$ cat src/rtl/apb_acc_stream.sv
// rtl/apb_acc_stream.sv - APB register front end feeding samples to an accelerator core and collecting its results
`timescale 1ns/1ps
module apb_acc_stream #(
  parameter int APB_ADDR_WIDTH = 12,
  parameter int DATA_WIDTH     = 32,
  parameter int IN_DEPTH       = 8,
  parameter int OUT_DEPTH      = 8
) (
  input  logic                      HCLK,
  input  logic                      HRESETn,
  input  logic [APB_ADDR_WIDTH-1:0] PADDR,
  input  logic [31:0]               PWDATA,
  input  logic                      PWRITE,
  input  logic                      PSEL,
  input  logic                      PENABLE,
  output logic [31:0]               PRDATA,
  output logic                      PREADY,
  output logic                      PSLVERR,
  output logic                      acc_valid_o,
  output logic [DATA_WIDTH-1:0]     acc_data_o,
  input  logic                      acc_ready_i,
  input  logic                      res_valid_i,
  input  logic [DATA_WIDTH-1:0]     res_data_i,
  output logic                      res_ready_o,
  output logic                      irq_o
);

  localparam int IN_AW  = $clog2(IN_DEPTH);
  localparam int OUT_AW = $clog2(OUT_DEPTH);

  localparam logic [3:0] REG_CTRL     = 4'h0;
  localparam logic [3:0] REG_DATA_IN  = 4'h1;
  localparam logic [3:0] REG_DATA_OUT = 4'h2;
  localparam logic [3:0] REG_STATUS   = 4'h3;
  localparam logic [3:0] REG_IN_CNT   = 4'h4;
  localparam logic [3:0] REG_OUT_CNT  = 4'h5;

  // Register state
  logic                  enable_q, enable_d;
  logic                  irq_en_q, irq_en_d;
  logic                  ovf_q, ovf_d;
  logic                  udf_q, udf_d;
  logic [31:0]           in_count_q, in_count_d;
  logic [31:0]           out_count_q, out_count_d;

  // FIFO pointers and occupancy
  logic [IN_AW-1:0]      in_wr_q, in_wr_d, in_rd_q, in_rd_d;
  logic [IN_AW:0]        in_occ_q, in_occ_d;
  logic [OUT_AW-1:0]     out_wr_q, out_wr_d, out_rd_q, out_rd_d;
  logic [OUT_AW:0]       out_occ_q, out_occ_d;

  logic [DATA_WIDTH-1:0] in_mem_q  [IN_DEPTH];
  logic [DATA_WIDTH-1:0] out_mem_q [OUT_DEPTH];

  // Decode and handshake signals
  logic                  access, wr_acc, rd_acc;
  logic [3:0]            offs;
  logic                  in_push, out_pop, core_pop, res_push;
  logic                  set_ovf, set_udf, ctrl_wr, status_wr, clear;
  logic                  in_full, in_empty, out_full, out_empty;
  logic [31:0]           status_word, head_word;
  logic                  unused_paddr;

  assign unused_paddr = ^{PADDR[APB_ADDR_WIDTH-1:6], PADDR[1:0]};

  // An access in reset is ignored so nothing (including PSLVERR) leaks out
  assign access = PSEL & PENABLE & HRESETn;
  assign wr_acc = access & PWRITE;
  assign rd_acc = access & ~PWRITE;
  assign offs   = PADDR[5:2];

  // Occupancy never exceeds depth, so the MSB alone marks full
  assign in_full   = in_occ_q[IN_AW];
  assign in_empty  = (in_occ_q == '0);
  assign out_full  = out_occ_q[OUT_AW];
  assign out_empty = (out_occ_q == '0);

  assign PREADY      = 1'b1;
  assign acc_valid_o = enable_q & ~in_empty;
  assign acc_data_o  = in_mem_q[in_rd_q];
  assign res_ready_o = ~out_full;
  assign irq_o       = irq_en_q & ~out_empty;
  assign core_pop    = acc_valid_o & acc_ready_i;
  assign res_push    = res_valid_i & res_ready_o;

  // Status word and zero-extended output FIFO head
  always_comb begin
    status_word        = '0;
    status_word[0]     = in_full;
    status_word[1]     = in_empty;
    status_word[2]     = out_full;
    status_word[3]     = out_empty;
    status_word[4]     = ovf_q;
    status_word[5]     = udf_q;
    status_word[15:8]  = 8'(in_occ_q);
    status_word[23:16] = 8'(out_occ_q);
    head_word                   = '0;
    head_word[DATA_WIDTH-1:0]   = out_mem_q[out_rd_q];
  end

  // APB register decode: read data, error response and side-effect strobes
  always_comb begin
    PRDATA    = '0;
    PSLVERR   = 1'b0;
    in_push   = 1'b0;
    out_pop   = 1'b0;
    set_ovf   = 1'b0;
    set_udf   = 1'b0;
    ctrl_wr   = 1'b0;
    status_wr = 1'b0;
    if (access) begin
      case (offs)
        REG_CTRL: begin
          if (wr_acc) ctrl_wr = 1'b1;
          else        PRDATA  = {29'd0, irq_en_q, 1'b0, enable_q};
        end
        REG_DATA_IN: begin
          if (wr_acc) begin
            if (in_full) begin
              PSLVERR = 1'b1;
              set_ovf = 1'b1;
            end else begin
              in_push = 1'b1;
            end
          end
        end
        REG_DATA_OUT: begin
          if (wr_acc) begin
            PSLVERR = 1'b1;
          end else if (out_empty) begin
            PSLVERR = 1'b1;
            set_udf = 1'b1;
          end else begin
            PRDATA  = head_word;
            out_pop = 1'b1;
          end
        end
        REG_STATUS: begin
          if (wr_acc) status_wr = 1'b1;
          else        PRDATA    = status_word;
        end
        REG_IN_CNT: begin
          if (wr_acc) PSLVERR = 1'b1;
          else        PRDATA  = in_count_q;
        end
        REG_OUT_CNT: begin
          if (wr_acc) PSLVERR = 1'b1;
          else        PRDATA  = out_count_q;
        end
        default: PSLVERR = 1'b1;
      endcase
    end
  end

  // The clear bit of a CTRL write is the one-cycle flush pulse
  assign clear = ctrl_wr & PWDATA[1];

  // Next-state for pointers, occupancy, counters and flags; clear wins over all traffic
  always_comb begin
    enable_d    = enable_q;
    irq_en_d    = irq_en_q;
    ovf_d       = ovf_q;
    udf_d       = udf_q;
    in_count_d  = in_count_q;
    out_count_d = out_count_q;
    in_wr_d     = in_wr_q;
    in_rd_d     = in_rd_q;
    in_occ_d    = in_occ_q;
    out_wr_d    = out_wr_q;
    out_rd_d    = out_rd_q;
    out_occ_d   = out_occ_q;

    if (in_push)  in_wr_d  = in_wr_q + 1'b1;
    if (core_pop) in_rd_d  = in_rd_q + 1'b1;
    case ({in_push, core_pop})
      2'b10:   in_occ_d = in_occ_q + 1'b1;
      2'b01:   in_occ_d = in_occ_q - 1'b1;
      default: in_occ_d = in_occ_q;
    endcase

    if (res_push) out_wr_d = out_wr_q + 1'b1;
    if (out_pop)  out_rd_d = out_rd_q + 1'b1;
    case ({res_push, out_pop})
      2'b10:   out_occ_d = out_occ_q + 1'b1;
      2'b01:   out_occ_d = out_occ_q - 1'b1;
      default: out_occ_d = out_occ_q;
    endcase

    if (in_push) in_count_d  = in_count_q + 32'd1;
    if (out_pop) out_count_d = out_count_q + 32'd1;

    if (set_ovf) ovf_d = 1'b1;
    if (set_udf) udf_d = 1'b1;
    if (status_wr) begin
      if (PWDATA[4]) ovf_d = 1'b0;
      if (PWDATA[5]) udf_d = 1'b0;
    end

    if (ctrl_wr) begin
      enable_d = PWDATA[0];
      irq_en_d = PWDATA[2];
    end

    if (clear) begin
      ovf_d       = 1'b0;
      udf_d       = 1'b0;
      in_count_d  = '0;
      out_count_d = '0;
      in_wr_d     = '0;
      in_rd_d     = '0;
      in_occ_d    = '0;
      out_wr_d    = '0;
      out_rd_d    = '0;
      out_occ_d   = '0;
    end
  end

  // Control/status registers with asynchronous reset
  always_ff @(posedge HCLK or negedge HRESETn) begin
    if (!HRESETn) begin
      enable_q    <= 1'b0;
      irq_en_q    <= 1'b0;
      ovf_q       <= 1'b0;
      udf_q       <= 1'b0;
      in_count_q  <= '0;
      out_count_q <= '0;
      in_wr_q     <= '0;
      in_rd_q     <= '0;
      in_occ_q    <= '0;
      out_wr_q    <= '0;
      out_rd_q    <= '0;
      out_occ_q   <= '0;
    end else begin
      enable_q    <= enable_d;
      irq_en_q    <= irq_en_d;
      ovf_q       <= ovf_d;
      udf_q       <= udf_d;
      in_count_q  <= in_count_d;
      out_count_q <= out_count_d;
      in_wr_q     <= in_wr_d;
      in_rd_q     <= in_rd_d;
      in_occ_q    <= in_occ_d;
      out_wr_q    <= out_wr_d;
      out_rd_q    <= out_rd_d;
      out_occ_q   <= out_occ_d;
    end
  end

  // FIFO storage needs no reset; validity comes from occupancy
  always_ff @(posedge HCLK) begin
    if (in_push)  in_mem_q[in_wr_q]   <= PWDATA[DATA_WIDTH-1:0];
    if (res_push) out_mem_q[out_wr_q] <= res_data_i;
  end

endmodule

$ cat config.mk
export PLATFORM = sky130hd
export DESIGN_NAME = apb_acc_stream
export DESIGN_NICKNAME = d
export VERILOG_FILES = /design/src/rtl/apb_acc_stream.sv
export SDC_FILE = /design/constraint.sdc
export NUM_CORES = 1
export LEC_CHECK = 0
export CAP_MARGIN = 20
export CORE_MARGIN = 4
export CORE_UTILIZATION = 35
export DETAILED_ROUTE_END_ITERATION = 7
export PLACE_DENSITY = 0.62
export SLEW_MARGIN = 10
export SYNTH_ARGS = -nofsm -noshare
export SYNTH_HDL_FRONTEND = slang
export SYNTH_SLANG_ARGS = --single-unit
$ cat constraint.sdc
create_clock -name HCLK -period 12.5 [get_ports HCLK]
set_input_delay 1.875 -clock HCLK [delete_from_list [all_inputs] [get_ports HCLK]]
set_output_delay 1.875 -clock HCLK [all_outputs]
set_load 0.005 [all_outputs]
==> impl_metrics.py <==
metrics = {
    "clock_network": {
        "cts_max_level": 3,
        "clockRootBuffer": "clkbuf_16",
        "cts.sinks": 600,
        "clk_pin_slew_worst_paths_ps": 60,
        "postCtsSetupBuffers": 0,
        "ctsHoldBuffers": 0,
        "cts_tree": "done",
        "cts_made_buffers": 67,
        "post_cts_resized": 0,
        "clk_latency_ps": 610,
        "clockBufferDepth": 3,
    },
    "setup_path": {
        "crit_type": "in2out",
        "endpoint_kind": "primary output",
        "arrival_ps": 4940,
        "r2r-end": "in_mem_q[6][4]",
        "critPathLaunchType": "primary input",
        "crit-reg2reg-launch": "in_occ_q[3]",
        "r2r_slack_ps": 9700,
        "cp_data_required_time_ps": 10620,
        "worstPathMaxFanout": 34,
        "r2r_cells": 4,
    },
    "layout": {
        "fin_area_mm2": 0.0295,
        "fin_util_pct": 42.7,
        "drive_above_1_share_pct": 21.6,
        "area_growth_pct": 19.9,
        "nets": 1615,
        "fillers": 6044,
        "final_cells": 2508,
    },
    "global_route": {
        "antenna_found_initial": 2,
        "grt_pass1_vias": 13700,
        "grt_max_degree": 77,
        "grt_pass1_wl_um": 86400,
        "track_usage_pct": 15.2,
        "grt_overflow": 0,
    },
    "power": {
        "switching_power_w": 0.00107,
        "cell_internal_pwr_w": 0.00370,
        "p_sw_share_pct": 22.5,
        "leakagePower_nw": 9.42,
        "cellPowerDensity_mw_per_mm2": 162,
        "ir_drop_v": 0.000129,
        "p_clk_share_pct": 42.3,
        "p_comb_share_pct": 10.1,
        "pwr-share-seq_pct": 47.7,
    },
    "timing": {
        "layout_min_cycle_time_ps": 6810,
        "tightestPinTransition_ps": 989,
        "finalHoldViolations": 0,
        "final_max_slew_viol_count": 0,
        "finClkSkew_ps": 37.2,
        "fin_ws_ps": 5690,
        "rsz0062_at_grt": "false",
        "fin_setup_tns_ps": 0,
        "fin_crit_sh_pct": 54.5,
        "setup_viol": 0,
        "slew_headroom_pct": 33.9,
        "clock.fmax_mhz": 147,
    },
    "synthesis": {
        "yosysTopAreaCell": "edfxtp_1",
        "synthCells": 1360,
        "synth_area_mm2": 0.0246,
        "synth_edf_count": 512,
        "syn-mean-instance-area_um2": 18.1,
        "netlist.area_leader.share_pct": 62.6,
        "yosysUniqueCellTypes": 57,
        "yosysWarnings": 0,
        "synth_fp_nets": 1451,
        "synth-seq-area-share_pct": 71.5,
        "yosys_register_bits": 600,
        "synth.area.top_cells": "edfxtp_1 63%, mux4_2 12%, dfrtp_1 9.0%, mux2_2 2.1%, xor2_1 1.7%",
        "synth_ff_type": "edfxtp_1",
        "synthArstFlopShare_pct": 14.7,
    },
    "die": {
        "rows": 96,
        "fp.coreArea_mm2": 0.0691,
        "ios": 152,
        "fp.dieH_um": 273,
        "start_util_pct": 35.6,
        "chipWidth_um": 273,
        "dieArea_mm2": 0.0745,
    },
    "min_path": {
        "hold_class": "reg2reg",
        "min_from": "out_count_q[23]",
        "worstHoldEndpoint": "out_count_q[23]",
        "hold-path-cell-count": 1,
    },
    "route": {
        "vias": 13200,
        "drt_first_pass_iters": 5,
        "via_per_inst": 5.26,
        "drt-total-wl_um": 56700,
        "post_drt_wl_per_cell_um": 22.6,
        "drtIter0Drc": 1345,
        "drc": 0,
        "postRouteAntennaNets": 0,
    },
    "job": {
        "cap_violations": 0,
    },
    "place": {
        "place_ws_ps": 4980,
        "placed_area_mm2": 0.0272,
        "portBuffers": 142,
        "hpwl_um": 33200,
        "gp_congestion": 0.864,
        "dp_cells": 2385,
    },
    "outcome": {
        "status": "complete, no violations",
    },
}
## metrics by stage
step | total power (W) | hold WS [ps]
floorplan | 0.00260 | 458
global placement | 0.00280 | 487
detailed placement | 0.00280 | 496
CTS | 0.00483 | 512
global route | 0.00496 | 543
finish | 0.00477 | 509
## per-layer routing
metal | vias to the layer above | share of wire, % | wire length [um] | global-route usage, %
li1 | 5837 | - | - | -
met1 | 6882 | 44 | 24700 | 21.0
met2 | 385 | 48 | 27000 | 24.2
met3 | 94 | 6.1 | 3480 | 3.26
met4 | 4 | 2.7 | 1550 | 4.77
met5 | - | 0.048 | 27 | 0
## cells in the mapped netlist, types with 2 or more instances
cell        n
buf_1      12
or3_1       9
and4_1      9
o22ai_1    29
inv_1       7
nor4b_1     2
o31ai_1     4
o21ai_0    11
nor3b_1     2
nor4_1      8
nor2_1     77
a22oi_1    27
and2_1      5
nor3_1     18
o211ai_1    3
o41ai_1     2
or4_1       4
mux2i_1    31
xnor2_1    14
mux4_2    128
a21oi_1    24
clkbuf_1   38
nand2_1    53
nand3_1    31
xor2_1     47
a311oi_1    2
and3_1      8
nand4_1    35
a222oi_1    5
mux2_2     46
buf_2      26
a31oi_1     3
edfxtp_1  512
ha_1        8
or4b_4      2
nor4_2      3
dfrtp_1    88
nand2b_1    8
## worst max-delay path by stage
stage,from,end,slack (ps)
after detailed placement,PADDR[2],PRDATA[8],4980
after global placement,PADDR[2],PRDATA[8],4970
after CTS,PADDR[2],PRDATA[8],4980
final,PADDR[2],PRDATA[17],5690
after floorplan,PADDR[5],in_mem_q[1][0],5600
after global routing,PADDR[2],PRDATA[17],5560
## kinds of logic (layout without fill, tap and decap cells)
logic type	count (synthesis)	after routing	synth area share, %
xor gates and xnor gates	61	61	2.17
and+or+nand+nor	282	282	6.08
buffers and inverters	85	301	1.48
muxes	205	205	15.1
other	1	2	0.0153
adders and majority gates	8	8	0.407
DFF	600	600	71.5
AOI/OAI and AO/OA	118	118	3.24
## layout by cell type, fill, tap and decap left out, types with 8 or more instances in the layout
| cell | synthesis | layout |
|---|---|---|
| edfxtp_1 | 512 | 512 |
| clkdlybuf4s50_1 | 0 | 141 |
| mux4_2 | 128 | 128 |
| dfrtp_1 | 88 | 83 |
| nor2_1 | 77 | 73 |
| clkbuf_16 | 0 | 68 |
| nand2_1 | 53 | 53 |
| xor2_1 | 47 | 47 |
| mux2_2 | 46 | 46 |
| nand4_1 | 35 | 35 |
| mux2i_1 | 31 | 31 |
| buf_4 | 1 | 31 |
| nand3_1 | 31 | 30 |
| o22ai_1 | 29 | 29 |
| a22oi_1 | 27 | 27 |
| a21oi_1 | 24 | 24 |
| clkbuf_1 | 38 | 17 |
| xnor2_1 | 14 | 14 |
| o21ai_0 | 11 | 11 |
| nor3_1 | 18 | 10 |
| clkinv_2 | 0 | 10 |
| nor3_2 | 1 | 9 |
| or3_1 | 9 | 9 |
| and4_1 | 9 | 9 |
| bufinv_16 | 0 | 9 |
| nand2b_1 | 8 | 8 |
| and3_1 | 8 | 8 |
| ha_1 | 8 | 8 |
## worst max-delay path, cell delays in order
cell             delay (ps)
clkdlybuf4s50_1         900
nor4b_2                 660
nand3_2                 310
buf_12                  280
o22ai_1                 320
clkdlybuf4s50_1         590
## flip-flops by register name (all words and copies together), names as in the netlist, 3 cells and up
signal and cells:
in_wr_q 3, in_occ_q 4, out_wr_q 3, out_rd_q 3
out_mem_q 256, out_occ_q 4, in_count_q 32, in_rd_q 3
out_count_q 32, in_mem_q 256
## layout make-up
class | count | area (um2) | area share (%)
Antenna cell | 1 | 2.50 | 0.00849
Clock buffer | 86 | 1780 | 6.04
Multi-Input combinational cell | 675 | 6760 | 22.9
Clock inverter | 35 | 492 | 1.67
Tap cell | 931 | 1160 | 3.95
Sequential cell | 600 | 17600 | 59.7
Timing Repair Buffer | 173 | 1660 | 5.65
Inverter | 7 | 26.3 | 0.0891
## power by group through the flow
stage | Clock, W | Sequential [W] | Combinational [W]
2_1_floorplan | 0 | 0.00226 | 0.000341
3_3_place_gp | 0 | 0.00232 | 0.000480
3_5_place_dp | 0 | 0.00232 | 0.000487
4_1_cts | 0.00207 | 0.00228 | 0.000489
5_1_grt | 0.00216 | 0.00228 | 0.000521
6_report | 0.00202 | 0.00227 | 0.000480
Power figures use the tool's default switching activity.
